<file path="config.mk">
export PLATFORM = sky130hd
export DESIGN_NAME = vram_port_arbiter
export DESIGN_NICKNAME = d
export VERILOG_FILES = /design/src/rtl/vram_port_arbiter.sv
export SDC_FILE = /design/constraint.sdc
export NUM_CORES = 1
export LEC_CHECK = 0
export CORE_UTILIZATION = 35
export CTS_BUF_LIST = sky130_fd_sc_hd__clkbuf_16
export DETAILED_ROUTE_END_ITERATION = 10
export DONT_BUFFER_PORTS = 1
export PLACE_DENSITY = 0.47
export SYNTH_ARGS = -nofsm -noshare
export SYNTH_HDL_FRONTEND = slang
export SYNTH_SLANG_ARGS = --single-unit
</file>
<file path="constraint.sdc">
create_clock -name Clock -period 4.06 [get_ports Clock]
set_input_delay 0.812 -clock Clock [delete_from_list [all_inputs] [get_ports Clock]]
set_output_delay 0.812 -clock Clock [all_outputs]
set_load 0.1 [all_outputs]
</file>
<file path="src/rtl/vram_port_arbiter.sv">
// -----------------------------------------------------------------------------
// vram_port_arbiter
//
// Sole owner of the single-port video RAM. Three clients share the port:
//   - VGA scanout reads: strict priority, fixed two-cycle read latency.
//   - Full-screen clear: writes one latched colour to addresses
//     0..CLEAR_WORDS-1, pausing whenever the VGA reads.
//   - CPU writes: buffered in a small FIFO, drained in IDLE when the port is
//     otherwise free.
//
// Ports
//   Clock, Reset          rising-edge clock, synchronous active-high reset
//   iCpuWriteEnable       CPU write request; held by the CPU while oCpuStall=1
//   iCpuAddress/iCpuColor CPU write address / data
//   oCpuStall             write not accepted this cycle (combinational)
//   iClearReq             start a clear (pulse or level), ignored while clearing
//   iClearColor           fill colour, latched when the clear is accepted
//   oClearBusy            clear in progress (registered)
//   iVgaReadReq           VGA pixel read request
//   iVgaAddress           VGA read address
//   oVgaData              read data, registered
//   oVgaDataValid         oVgaData valid, two cycles after the request
//   oRamAddress           VRAM address (combinational mux)
//   oRamWriteData         VRAM write data (combinational mux)
//   oRamWriteEnable       VRAM write strobe
//   iRamReadData          VRAM read data, valid the cycle after the address
//
// States
//   state    | meaning
//   ST_IDLE  | CPU write buffer drains when the VGA is not reading
//   ST_CLEAR | clear sequencer owns all write slots, CPU is stalled
// -----------------------------------------------------------------------------
module vram_port_arbiter #(
    parameter int ADDR_WIDTH  = 16,
    parameter int COLOR_WIDTH = 3,
    parameter int FIFO_DEPTH  = 4,
    parameter int CLEAR_WORDS = 1024
) (
    input  logic                   Clock,
    input  logic                   Reset,

    input  logic                   iCpuWriteEnable,
    input  logic [ADDR_WIDTH-1:0]  iCpuAddress,
    input  logic [COLOR_WIDTH-1:0] iCpuColor,
    output logic                   oCpuStall,

    input  logic                   iClearReq,
    input  logic [COLOR_WIDTH-1:0] iClearColor,
    output logic                   oClearBusy,

    input  logic                   iVgaReadReq,
    input  logic [ADDR_WIDTH-1:0]  iVgaAddress,
    output logic [COLOR_WIDTH-1:0] oVgaData,
    output logic                   oVgaDataValid,

    output logic [ADDR_WIDTH-1:0]  oRamAddress,
    output logic [COLOR_WIDTH-1:0] oRamWriteData,
    output logic                   oRamWriteEnable,
    input  logic [COLOR_WIDTH-1:0] iRamReadData
);

    localparam int PTR_W = $clog2(FIFO_DEPTH);
    localparam int CNT_W = PTR_W + 1;
    localparam int CLR_W = $clog2(CLEAR_WORDS);

    localparam logic [CNT_W-1:0] FIFO_FULL_CNT = CNT_W'(FIFO_DEPTH);
    localparam logic [CLR_W-1:0] CLEAR_LAST    = CLR_W'(CLEAR_WORDS - 1);

    typedef enum logic {
        ST_IDLE  = 1'b0,
        ST_CLEAR = 1'b1
    } state_t;

    // ------------------------------------------------------------------
    // State
    // ------------------------------------------------------------------
    state_t                 state_q,       state_d;

    logic [PTR_W-1:0]       wr_ptr_q,      wr_ptr_d;
    logic [PTR_W-1:0]       rd_ptr_q,      rd_ptr_d;
    logic [CNT_W-1:0]       count_q,       count_d;
    logic [ADDR_WIDTH-1:0]  fifo_addr_q    [FIFO_DEPTH];
    logic [ADDR_WIDTH-1:0]  fifo_addr_d    [FIFO_DEPTH];
    logic [COLOR_WIDTH-1:0] fifo_color_q   [FIFO_DEPTH];
    logic [COLOR_WIDTH-1:0] fifo_color_d   [FIFO_DEPTH];

    logic [CLR_W-1:0]       clear_cnt_q,   clear_cnt_d;
    logic [COLOR_WIDTH-1:0] clear_color_q, clear_color_d;

    logic                   vga_pend_q,    vga_pend_d;
    logic                   vga_valid_q,   vga_valid_d;
    logic [COLOR_WIDTH-1:0] vga_data_q,    vga_data_d;

    // ------------------------------------------------------------------
    // Port arbitration decisions
    // ------------------------------------------------------------------
    logic fifo_full;
    logic fifo_empty;
    logic clear_accept;
    logic clear_write;
    logic cpu_push;
    logic fifo_pop;

    always_comb begin
        fifo_full    = (count_q == FIFO_FULL_CNT);
        fifo_empty   = (count_q == '0);
        clear_accept = (state_q == ST_IDLE) && iClearReq;

        // Full stalls on count alone: a same-cycle pop never frees the slot.
        oCpuStall    = fifo_full || (state_q == ST_CLEAR) || clear_accept;
        cpu_push     = iCpuWriteEnable && !oCpuStall;

        clear_write  = (state_q == ST_CLEAR) && !iVgaReadReq;

        // The buffered writes are being discarded in the accept cycle, so the
        // head is not sent to RAM either.
        fifo_pop     = (state_q == ST_IDLE) && !iVgaReadReq && !fifo_empty
                       && !clear_accept;
    end

    // ------------------------------------------------------------------
    // RAM port mux: VGA read > clear write > FIFO head write
    // ------------------------------------------------------------------
    always_comb begin
        oRamAddress     = iVgaAddress;
        oRamWriteData   = '0;
        oRamWriteEnable = 1'b0;
        if (iVgaReadReq) begin
            oRamAddress     = iVgaAddress;
        end else if (clear_write) begin
            oRamAddress     = ADDR_WIDTH'(clear_cnt_q);
            oRamWriteData   = clear_color_q;
            oRamWriteEnable = 1'b1;
        end else if (fifo_pop) begin
            oRamAddress     = fifo_addr_q[rd_ptr_q];
            oRamWriteData   = fifo_color_q[rd_ptr_q];
            oRamWriteEnable = 1'b1;
        end
    end

    // ------------------------------------------------------------------
    // Write buffer
    // ------------------------------------------------------------------
    always_comb begin
        wr_ptr_d     = wr_ptr_q;
        rd_ptr_d     = rd_ptr_q;
        count_d      = count_q;
        fifo_addr_d  = fifo_addr_q;
        fifo_color_d = fifo_color_q;

        if (cpu_push) begin
            fifo_addr_d[wr_ptr_q]  = iCpuAddress;
            fifo_color_d[wr_ptr_q] = iCpuColor;
            wr_ptr_d               = wr_ptr_q + PTR_W'(1);
        end
        if (fifo_pop) begin
            rd_ptr_d = rd_ptr_q + PTR_W'(1);
        end

        unique case ({cpu_push, fifo_pop})
            2'b10:   count_d = count_q + CNT_W'(1);
            2'b01:   count_d = count_q - CNT_W'(1);
            default: count_d = count_q;
        endcase

        // Starting a clear throws away everything still buffered.
        if (clear_accept) begin
            wr_ptr_d = '0;
            rd_ptr_d = '0;
            count_d  = '0;
        end
    end

    // ------------------------------------------------------------------
    // Clear sequencer FSM
    // ------------------------------------------------------------------
    always_comb begin
        state_d       = state_q;
        clear_cnt_d   = clear_cnt_q;
        clear_color_d = clear_color_q;

        unique case (state_q)
            ST_IDLE: begin
                if (iClearReq) begin
                    state_d       = ST_CLEAR;
                    clear_cnt_d   = '0;
                    clear_color_d = iClearColor;
                end
            end
            ST_CLEAR: begin
                if (clear_write) begin
                    if (clear_cnt_q == CLEAR_LAST) begin
                        state_d     = ST_IDLE;
                        clear_cnt_d = '0;
                    end else begin
                        clear_cnt_d = clear_cnt_q + CLR_W'(1);
                    end
                end
            end
            default: state_d = ST_IDLE;
        endcase
    end

    assign oClearBusy = (state_q == ST_CLEAR);

    // ------------------------------------------------------------------
    // VGA read return: address in t, RAM data in t+1, registered for t+2
    // ------------------------------------------------------------------
    always_comb begin
        vga_pend_d  = iVgaReadReq;
        vga_valid_d = vga_pend_q;
        vga_data_d  = vga_pend_q ? iRamReadData : vga_data_q;
    end

    assign oVgaData      = vga_data_q;
    assign oVgaDataValid = vga_valid_q;

    // ------------------------------------------------------------------
    // Registers
    // ------------------------------------------------------------------
    always_ff @(posedge Clock) begin
        if (Reset) begin
            state_q       <= ST_IDLE;
            wr_ptr_q      <= '0;
            rd_ptr_q      <= '0;
            count_q       <= '0;
            for (int i = 0; i < FIFO_DEPTH; i++) begin
                fifo_addr_q[i]  <= '0;
                fifo_color_q[i] <= '0;
            end
            clear_cnt_q   <= '0;
            clear_color_q <= '0;
            vga_pend_q    <= 1'b0;
            vga_valid_q   <= 1'b0;
            vga_data_q    <= '0;
        end else begin
            state_q       <= state_d;
            wr_ptr_q      <= wr_ptr_d;
            rd_ptr_q      <= rd_ptr_d;
            count_q       <= count_d;
            fifo_addr_q   <= fifo_addr_d;
            fifo_color_q  <= fifo_color_d;
            clear_cnt_q   <= clear_cnt_d;
            clear_color_q <= clear_color_d;
            vga_pend_q    <= vga_pend_d;
            vga_valid_q   <= vga_valid_d;
            vga_data_q    <= vga_data_d;
        end
    end

endmodule

</file>
; Word-level counts from Yosys, hierarchy flattened
; Cells that the tools add are included.
[classes]
reduce_logical = 18
bitwise = 3
n_mux = 30
n_lt_le_gt_ge = 3
eq_ne = 6
addsub = 5
[op_table]
columns = operator, count
row1 = 2-to-1 mux 16 bit, 6
row2 = bitwise mux 64 bit, 1
row3 = binary-select mux 16 bit (select 2 bit), 1
row4 = demux 16 bit (select 2 bit), 1
row5 = 2-to-1 mux 10 bit, 3
row6 = one-hot mux 10 bit (2 select lines), 1
row7 = 2-to-1 mux 3 bit, 6
row8 = bitwise mux 12 bit, 1
row9 = adder 10 x 1 -> 10 bit (second input constant), 1
row10 = equality test 10 bit (second input constant), 1
row11 = logical AND 1 bit, 7
row12 = binary-select mux 3 bit (select 2 bit), 1
row13 = demux 3 bit (select 2 bit), 1
row14 = greater-or-equal comparator 3 bit (second input constant), 2
row15 = 2-to-1 mux 1 bit, 6
row16 = inverter 2 -> 3 bit, 2
row17 = one-hot mux 3 bit (2 select lines), 1
row18 = adder 2 x 1 -> 2 bit (second input constant), 2
row19 = logical NOT 1 bit, 4
row20 = AND reduction 2 bit, 2
row21 = adder 3 x 1 -> 3 bit (second input constant), 1
row22 = equality test 3 bit (second input constant), 1
row23 = logical NOT 3 bit, 1
row24 = < comparator 3 x 1 -> 1 bit (second input constant), 1
row25 = 10 further kinds, 11
[word_totals]
input_bits = 46
reg_bits = 102
output_inout_bits = 26

; Longest topological paths before layout
; Gate-level depths: netlist (run 1).
[logic_depth]
depth_word = 7
depth_mapped = 11
depth_no_buf = 9

; Least setup slack after synthesis (run 1)
; OpenSTA, ideal clock, no wires.
[synth_timing]
kind = register to output
from = register state_q, in the netlist oClearBusy
to = output port oRamAddress[0]
stages_incl_launch_ff = 7
t_arrival_ps = 2546
required_ps = 3248
path_buffers = 1
path_slack_ps = 702
cell_sequence = dfxtp_1 > nor3_1 > nand2b_1 > inv_2 > nor2_1 > buf_2 > a221o_1
[synth_between]
elab_chain_len = 7
word_cells_on_any_way = 10
[synth_rtl]
columns = item, line
row1 = "start, declared", 77  ; state_t state_q, state_d;
row2 = "start signal, assigned", 237  ; state_q <= state_d;
row3 = inverter 1 bit, n/a
row4 = logical AND 1 bit (on tied branches), "117, 107"
row5 = logical AND 1 bit or logical NOT 1 bit (tied branches), "117, 118"
row6 = logical AND 1 bit, 118  ; && !clear_accept;
row7 = 2-to-1 mux 16 bit, 134  ; end else if (fifo_pop) begin
row8 = 2-to-1 mux 16 bit *, 130  ; end else if (clear_write) begin
row9 = 2-to-1 mux 16 bit *, 128  ; if (iVgaReadReq) begin
row10 = "end, declared", 56  ; output logic [ADDR_WIDTH-1:0] oRamAddress,
; Every way passes the cells marked *; elsewhere a longest branch is shown, timed or not.

; Worst setup path in the final report (run 1)
[layout_timing]
from = register state_q, in the netlist oClearBusy
to = output port oRamAddress[7]
; The elaborated chain is that of the path after synthesis.

==> summary.txt, run 1 <==
Outcome
  • Status: finished clean

Clock network
  • Hold_buf cts: 0
  • Worst skew pair latency: 0.35 ns
  • Postcts setup bufs: 0
  • Clock root buffer: clkbuf_16
  • TritonCTS buffer count: 9
  • TritonCTS clock tree: done
  • CTS sink count: 102
  • CTS H-tree depth: 3
  • Clk slew on worst S/H paths: 0.06 ns
  • PostCTS Resize Cnt: 0
  • CTS max path bufs: 2

Critical path
  • WS Path Type: reg2out
  • Crit path launch: oClearBusy$_SDFF_PP0_
  • Crit Reg-Reg Startpoint: oClearBusy$_SDFF_PP0_
  • Delay of the slowest critical-path stage: 0.58 ns
  • Stages on worst setup path: 7
  • Critical path's top delay family: simple AND/OR/NAND/NOR gates
  • WP data arrival: 2.68 ns
  • FF-to-FF path depth: 10
  • Buf+Inv Stages, Crit Path: 3
  • Crit path cell chain: buf_4 -> nor3_1 -> nand2b_1 -> inv_2 -> nor2_1 -> a221o_1 -> buf_12
  • Required @ worst endpoint: 3.25 ns
  • Startpoint Class: flip-flop
  • Crit end category: output port
  • Setup crit end: oRamAddress[7]
  • Setup slack, reg-to-reg: 1.24 ns
  • Worst R2R End: count_q[2]$_SDFFE_PP0P_
  • Critical-path maximum fanout: 22
  • CP max-delay cell: nor2_1

Cells and area
  • Final #Nets: 598
  • Share of cells above drive strength 1: 14.5%
  • Area grow syn2layout: 11.8%
  • Antenna diode count: 0
  • Non-Filler Instances: 726
  • # fillers: 1334

Min path
  • Worst hold path stage count: 2
  • HP Class: reg2reg

Power and ir drop
  • Worst vdd ir: 0.285 mV
  • Flop pwr share: 48.7%
  • Clock share of power: 39.0%
  • Switching power: 569 uW
  • Sw Ratio: 26.6%
  • Combinational share of power: 12.3%
  • Power Dens Cells: 396 mW/mm2
  • Internal Power: 1570 uW
  • Leak pwr: 0.00182 uW
  • Power Total: 2140 uW

Floorplan
  • Core area: 0.0133 mm2
  • IO Pins: 72
  • Die height: 119 um
  • # rows: 42
  • Die W: 119 um
  • Die Area: 0.0143 mm2
  • Starting density of the core: 36.2%

GRT
  • Gr ovfl total: 0
  • Largest net degree at the start of global routing: 97
  • All-Layer GR Usage: 18.7%
  • First-pass GRT wire length: 20.3 mm
  • Vias in the first global route: 3710
  • Initial antenna violation count: 0

Timing
  • Fin Setup TNS: 0 ns
  • RSZ-0062 raised after global routing: no
  • Worst-Margin Slew: 0.987 ns
  • Minimum clock period: 3.49 ns
  • Clock skew: 0.00842 ns
  • F_max: 287 MHz
  • Final hold violation count: 0
  • Count of pins over their slew limit: 0
  • Final worst-path cycle share: 86.0%
  • # setup viols final: 0
  • Relative slew slack: 34.1%

Synth
  • EDFF count, synth: 0
  • Post-synth top area share: 42.3%
  • Netlist Area Pre-Place: 0.00483 mm2
  • Ys Warns: 0
  • Commonest cells in the netlist: nand2_1, dfxtp_1, a21oi_1
  • Largest area contributor in the netlist: dfxtp_1
  • Synth unique cells: 46
  • Most frequent cell after synthesis: nand2_1
  • Synth Flop Type: dfxtp_1
  • Yosys reg bits: 102
  • Mapped Nets: 600
  • Sequential element share of the synthesized area: 42.3%
  • Async S/R FF share, synth: 0%
  • Syn Inst Count: 547
  • Largest cells by area after synthesis: dfxtp_1, nand2_1, mux4_2, a21oi_1, buf_6
  • Mapped Avg Cell Area: 8.83 um2

Drt
  • DR vias: 3856
  • Routed Antenna Nets: 0
  • Post-DR wirelength/cell: 17.8 um
  • DRT Pass-1 Iters: 5
  • Total Wirelength: 12.9 mm
  • Drt drc: 0
  • Vias per cell: 5.31
  • First DRT Iteration DRCs: 327

Flow run
  • Max cap viols: 0

Placement
  • Port buffer count: 0
  • Final Wtd Congestion: 0.790
  • Placed insts: 710
  • Post-DP HPWL: 8.22 mm
[worst reg2reg max path, delay by kind of cell (launching register included)]
family | cells | cell delay (ns)
simple gates | 3 | 0.89
flops | 1 | 0.30
xor+xnor | 1 | 0.16
fa+ha+maj | 2 | 0.63
buf+inv | 3 | 0.63
compound gates | 1 | 0.14
[layout make-up]
class                      instances  area [um2]  area share, %
clock buffer                       9         225           4.17
sequential                       102        2040           37.8
multi-input combinational        399        2490           46.2
tap                              176         220           4.08
inverter                           7        26.3          0.487
clock inverter                     7        58.8           1.09
timing repair buffer              26         333           6.16
[flip-flops by register name, summed over array words and instances, names as in the netlist, 2 cells and up]
register / cells
clear_color_q: 3
oVgaData: 3
clear_cnt_q: 10
fifo_color_q: 12
rd_ptr_q: 2
wr_ptr_q: 2
count_q: 3
fifo_addr_q: 64
[cells in the final DEF, fill, tap and decap left out, types with 6 or more instances in the layout]
cell type / instances
and2_1: 11
nand3_1: 11
nor2_1: 19
a21oi_1: 75
nand2_1: 173
buf_12: 11
inv_1: 9
mux4_2: 19
buf_4: 15
mux2i_1: 7
ha_1: 6
clkbuf_16: 9
a21oi_2: 10
a221o_1: 10
dfxtp_1: 102
[routing by layer]
metal | part of all wire [%] | vias up | global-route usage (%)
met5 | 0 | - | 0
met4 | 1.4 | 0 | 5.63
met3 | 6.1 | 14 | 5.27
met2 | 46 | 107 | 29.6
met1 | 46 | 1858 | 24.5
li1 | - | 1877 | -
[worst min-delay path by stage]
stage	startpoint	end	slack (ns)
finish	fifo_color_q[6]$_SDFFE_PP0P_	fifo_color_q[6]$_SDFFE_PP0P_	0.45
global route	fifo_addr_q[48]$_SDFFE_PP0P_	fifo_addr_q[48]$_SDFFE_PP0P_	0.47
global placement	fifo_addr_q[38]$_SDFFE_PP0P_	fifo_addr_q[38]$_SDFFE_PP0P_	0.43
floorplan	fifo_addr_q[16]$_SDFFE_PP0P_	fifo_addr_q[16]$_SDFFE_PP0P_	0.43
detailed placement	fifo_color_q[4]$_SDFFE_PP0P_	fifo_color_q[4]$_SDFFE_PP0P_	0.44
CTS	fifo_color_q[4]$_SDFFE_PP0P_	fifo_color_q[4]$_SDFFE_PP0P_	0.45
[through the flow]
stage	cell area, um2	setup WS [ns]	hold WS (ns)	utilization (%)
after floorplan	4830	0.702	0.433	-
after global placement	5110	0.803	0.433	38.3
after detailed placement	5110	0.739	0.440	38.3
after CTS	5400	0.531	0.449	40.4
after global routing	5400	0.336	0.470	40.4
final	5400	0.570	0.452	40.4
[power by group through the flow]
stage	registers (uW)	logic [uW]	clock network [uW]
2_1_floorplan	1070	208	0
3_3_place_gp	1060	262	0
3_5_place_dp	1060	264	0
4_1_cts	1040	264	856
5_1_grt	1040	276	898
6_report	1040	263	835
[cell families after synthesis]
group           count (synthesis)  synth area share (%)
simple gates                  246                  23.6
compound gates                115                  14.8
flops                         102                  42.3
buf+inv                        46                  6.11
mux                            26                  10.3
fa+ha+maj                       7                  1.97
xor+xnor                        5                 0.907
Power figures use the tool's default switching activity.
==> run 2: changes to the inputs <==
==> constraint.sdc (replaced) <==
create_clock -name Clock -period 3.41 [get_ports Clock]
set_input_delay 0.682 -clock Clock [delete_from_list [all_inputs] [get_ports Clock]]
set_output_delay 0.682 -clock Clock [all_outputs]
set_load 0.1 [all_outputs]
==> run 2 against run 1 <==
Compared with the run above:
- die area unchanged
- clock skew decreased by 0.0028 ns
- total power increased by 23%
- utilization increased by 0.55 points
- critical path depth decreased by 1
- clock-buffer cell count unchanged
- clock power increased by 28%
- non-clock buffer count unchanged
- critical endpoint is now oRamAddress[3]
- via count decreased by 1.6%
- wire length increased by 1.1%
- final area increased by 1.4%
- largest cell class unchanged
- cell count unchanged
==> summary.txt, run 2 (synthesis gave the netlist of run 1 again) <==
Cells and area
  • Max reg flops: 64
  • Multi-input gate area: 0.00250 mm2
  • Non-Filler Instances: 726
  • Antenna diode count: 0
  • Top flop regs: fifo_addr_q: 64 flops, fifo_color_q: 12 flops, clear_cnt_q: 10 flops
  • FF+latch area: 0.00204 mm2
  • Area grow syn2layout: 13.3%
  • Biggest register: fifo_addr_q
  • Share of cells above drive strength 1: 15.3%
  • Most frequent cells in the layout: nand2_1, dfxtp_1, a21oi_1
  • Post-layout util: 41.0%
  • Commonest non-fill, non-tap cell in the layout: nand2_1
  • Final #Nets: 598
  • Post-route cell area: 0.00547 mm2
  • # fillers: 1349

Timing
  • Relative slew slack: 34.6%
  • Minimum clock period: 3.13 ns
  • Clock skew: 0.00567 ns
  • Fin Setup TNS: 0 ns
  • Final hold violation count: 0
  • F_max: 320 MHz
  • RSZ-0062 raised after global routing: no
  • Count of pins over their slew limit: 0
  • Worst-Margin Slew: 0.979 ns
  • Final worst-path cycle share: 91.7%
  • # setup viols final: 0

GRT
  • Vias in the first global route: 3742
  • Initial antenna violation count: 0
  • Largest net degree at the start of global routing: 97
  • First-pass GRT wire length: 20.6 mm
  • Gr ovfl total: 0
  • All-Layer GR Usage: 18.8%

Min path
  • HP Class: in2reg

Clock network
  • CTS sink count: 102
  • TritonCTS buffer count: 9
  • Hold_buf cts: 0
  • Clock root buffer: clkbuf_16
  • Clk slew on worst S/H paths: 0.07 ns
  • TritonCTS clock tree: done
  • Postcts setup bufs: 0
  • CTS max path bufs: 2
  • Worst skew pair latency: 0.35 ns
  • CTS H-tree depth: 3
  • PostCTS Resize Cnt: 0

Critical path
  • WP data arrival: 2.44 ns
  • Crit end category: output port
  • Startpoint Class: flip-flop
  • WS Path Type: reg2out
  • Critical-path maximum fanout: 22
  • Required @ worst endpoint: 2.73 ns

Drt
  • Routed Antenna Nets: 0
  • First DRT Iteration DRCs: 268
  • Drt drc: 0
  • DRT Pass-1 Iters: 5
  • Total Wirelength: 13.1 mm
  • Vias per cell: 5.23
  • Post-DR wirelength/cell: 18.0 um
  • DR vias: 3796

Floorplan
  • # rows: 42
  • Die height: 119 um
  • Starting density of the core: 36.2%
  • IO Pins: 72
  • Die W: 119 um
  • Die Area: 0.0143 mm2
  • Core area: 0.0133 mm2

Power and ir drop
  • Leak pwr: 0.00183 uW
  • Worst vdd ir: 0.232 mV
  • Power Total: 2620 uW
  • Power Dens Cells: 479 mW/mm2

Placement
  • Placed insts: 710
  • Post-DP HPWL: 8.49 mm
  • Port buffer count: 0
  • Final Wtd Congestion: 0.787
  • Cell Area, Placed: 0.00516 mm2

Outcome
  • Status: finished clean

Flow run
  • Max cap viols: 0
run 2: cell counts in the layout (fill, tap and decap cells not counted):
No cell type changed its count.
run 2: final timing paths:
path                                                    from                       endpoint  slack (ns)  cells after the start
worst max-delay path                 count_q[0]$_SDFFE_PP0P_                 oRamAddress[3]        0.28                      6
worst min-delay path                                   Reset  clear_color_q[1]$_SDFFE_PP0P_        0.40                      1
worst max register to register         oClearBusy$_SDFF_PP0_        count_q[2]$_SDFFE_PP0P_        0.74                      9
worst min register to register  fifo_addr_q[12]$_SDFFE_PP0P_   fifo_addr_q[12]$_SDFFE_PP0P_        0.45                      2
run 2: critical path: stages (launching register included):
cell and delay [ns]:
dfxtp_1 0.34, nor3_1 0.30, nand2b_1 0.35, inv_2 0.24, nor2_2 0.40, a221o_1 0.28, buf_12 0.18
run 2: through the flow:
stage / hold WS, ns / worst slack, ns
2_1_floorplan: 0.433 / 0.182
3_3_place_gp: 0.433 / 0.432
3_5_place_dp: 0.445 / 0.343
4_1_cts: 0.407 / 0.0210
5_1_grt: 0.402 / 0.0685
6_report: 0.402 / 0.285
run 2: final cells by class:
class	count	share of cell area, %
multi-input cells	399	45.6
flip-flops and latches	102	37.3
repair buffers	26	7.00
clock buffers	9	4.12
well taps	176	4.02
clock inverters	7	1.46
inverters	7	0.480
run 2: routing by layer:
layer  vias to the layer above  GRT usage, %  wire length, um
li1                       1877             -                -
met1                      1826          24.3             5960
met2                        85          30.9             6180
met3                         8          5.17              806
met4                         0          4.69              106
met5                         -             0                0
run 2: power breakdown:
| group | internal (uW) | switching, uW | total, uW | leakage [uW] |
|---|---|---|---|---|
| Combinational | 101 | 213 | 314 | 0.000855 |
| Clock | 580 | 486 | 1070 | 0.000148 |
| Sequential | 1210 | 29.6 | 1240 | 0.000825 |
==> run 3: changes to the inputs <==
==> constraint.sdc (replaced) <==
create_clock -name Clock -period 3.41 [get_ports Clock]
set_input_delay 1.023 -clock Clock [delete_from_list [all_inputs] [get_ports Clock]]
set_output_delay 1.023 -clock Clock [all_outputs]
set_load 0.1 [all_outputs]
==> run 3 against run 2 <==
Compared with the run above:
- combinational power increased by 7.0%
- wire length fell by 3.8%
- largest cell class unchanged
- largest power group unchanged
- non-clock buffer count increased by 4
- die area is the same
- clock power down 11%
- sequential share of layout area shrank 0.69 points
- critical path type is now in2out
- register-to-register slack better by 0.10 ns
- sequential power hardly changed
- total power decreased by 3.6%
- cell count increased by 0.55%
- critical endpoint is now oRamAddress[0]
==> summary.txt, run 3 (synthesis gave the netlist of run 1 again) <==
Power and ir drop
  • Power Total: 2530 uW
  • Leak pwr: 0.00186 uW
  • Power Dens Cells: 453 mW/mm2
  • Worst vdd ir: 0.233 mV

Timing
  • Fin Setup TNS: 0 ns
  • PnR worst setup slack: 0.147 ns
  • Final hold violation count: 0
  • F_max: 306 MHz
  • Final worst-path cycle share: 95.7%
  • RSZ-0062 raised after global routing: no
  • Relative slew slack: 35.0%
  • Clock skew: 0.00866 ns
  • # setup viols final: 0
  • Count of pins over their slew limit: 0
  • Minimum clock period: 3.26 ns
  • Worst-Margin Slew: 0.973 ns

Clock network
  • Worst skew pair latency: 0.34 ns
  • CTS sink count: 102
  • Clk slew on worst S/H paths: 0.07 ns
  • TritonCTS clock tree: done
  • CTS max path bufs: 2
  • TritonCTS buffer count: 9
  • Clock root buffer: clkbuf_16
  • Hold_buf cts: 0
  • Postcts setup bufs: 0
  • CTS H-tree depth: 3

Cells and area
  • Final #Nets: 602
  • Area grow syn2layout: 15.5%
  • Multi-input gate area: 0.00253 mm2
  • Biggest register: fifo_addr_q
  • Most frequent cells in the layout: nand2_1, dfxtp_1, a21oi_1
  • Non-Filler Instances: 730
  • # fillers: 1373
  • Antenna diode count: 0
  • Max reg flops: 64
  • Top flop regs: fifo_addr_q: 64 flops, fifo_color_q: 12 flops, clear_cnt_q: 10 flops
  • Share of cells above drive strength 1: 19.1%
  • FF+latch area: 0.00204 mm2
  • Commonest non-fill, non-tap cell in the layout: nand2_1

Critical path
  • Startpoint Class: primary input
  • CP max-delay cell: a221o_2
  • Crit path launch: iClearReq
  • WS Path Type: in2out
  • Crit end category: output port
  • Critical path's top delay family: simple AND/OR/NAND/NOR gates
  • Crit Reg-Reg Startpoint: count_q[2]$_SDFFE_PP0P_
  • WP data arrival: 2.24 ns
  • Delay of the slowest critical-path stage: 0.38 ns
  • Buf+Inv Stages, Crit Path: 2
  • Required @ worst endpoint: 2.39 ns
  • Critical-path maximum fanout: 11
  • Crit path cell chain: nor3_1 -> nand2b_1 -> inv_2 -> nor2_2 -> a221o_2 -> buf_12

Flow run
  • Max cap viols: 0

Drt
  • First DRT Iteration DRCs: 276
  • Vias per cell: 5.22
  • DRT Pass-1 Iters: 5
  • Total Wirelength: 12.6 mm
  • Routed Antenna Nets: 0
  • Drt drc: 0
  • DR vias: 3814
  • Post-DR wirelength/cell: 17.2 um

Placement
  • Pre-CTS setup slack: 0.0685 ns
  • Post-DP HPWL: 8.29 mm
  • Placed insts: 714
  • Final Wtd Congestion: 0.771
  • Port buffer count: 0

Floorplan
  • IO Pins: 72
  • Die W: 119 um
  • Core area: 0.0133 mm2
  • Die Area: 0.0143 mm2
  • Die height: 119 um
  • # rows: 42
  • Starting density of the core: 36.2%

Min path
  • Hold path startpoint: fifo_addr_q[4]$_SDFFE_PP0P_
  • HP Class: reg2reg

GRT
  • All-Layer GR Usage: 18.2%
  • Vias in the first global route: 3646
  • Largest net degree at the start of global routing: 97
  • First-pass GRT wire length: 19.8 mm
  • Initial antenna violation count: 0
  • Gr ovfl total: 0

Outcome
  • Status: finished clean
run 3: final timing paths:
check | to | slack [ns] | cells after the start
worst max-delay path | oRamAddress[0] | 0.15 | 6
worst min-delay path | fifo_addr_q[4]$_SDFFE_PP0P_ | 0.45 | 2
worst max register to register | count_q[2]$_SDFFE_PP0P_ | 0.84 | 8
worst min register to register | fifo_addr_q[4]$_SDFFE_PP0P_ | 0.45 | 2
run 3: what timing repair did:
item	CTS	global route
endpoints found under the setup margin	0	10
gates resized for setup	0	1
hold endpoints to repair	0	0
run 3: per-stage QoR:
step           util (%)  instance area, um2  hold WS, ns
3_3_place_gp       39.7                5300        0.433
2_1_floorplan         -                4860        0.433
6_report           41.8                5580        0.450
4_1_cts            41.8                5580        0.449
3_5_place_dp       39.7                5300        0.439
5_1_grt            41.8                5580        0.468
run 3: layout make-up:
| type | instances | share of cell area (%) |
|---|---|---|
| Inverter | 7 | 0.471 |
| Timing Repair Buffer | 30 | 8.75 |
| Multi-Input combinational cell | 399 | 45.3 |
| Sequential cell | 102 | 36.6 |
| Clock buffer | 9 | 4.04 |
| Clock inverter | 7 | 0.897 |
| Tap cell | 176 | 3.95 |
run 3: layer usage:
layer  routed length, um  global-route usage, %  vias to the layer above  part of all wire (%)
met5                   0                      0                        -                     0
met2                6020                   30.3                       96                    48
met1                5660                   23.6                     1829                    45
met4                 107                   5.78                        0                  0.85
li1                    -                      -                     1881                     -
met3                 766                   3.50                        8                   6.1
run 3: report_power, final:
part,switching (uW),internal [uW],total (uW)
logic,217,119,336
clock network,453,496,950
registers,29.5,1210,1240
total,700,1830,2530
run 3: worst reg2reg max path: cells and delay by family, from the launching register on:
kind	cells	cell delay, ns
xor+xnor	1	0.16
fa+ha+maj	2	0.59
buf+inv	1	0.06
compound gates	1	0.14
flops	1	0.36
simple gates	3	1.20
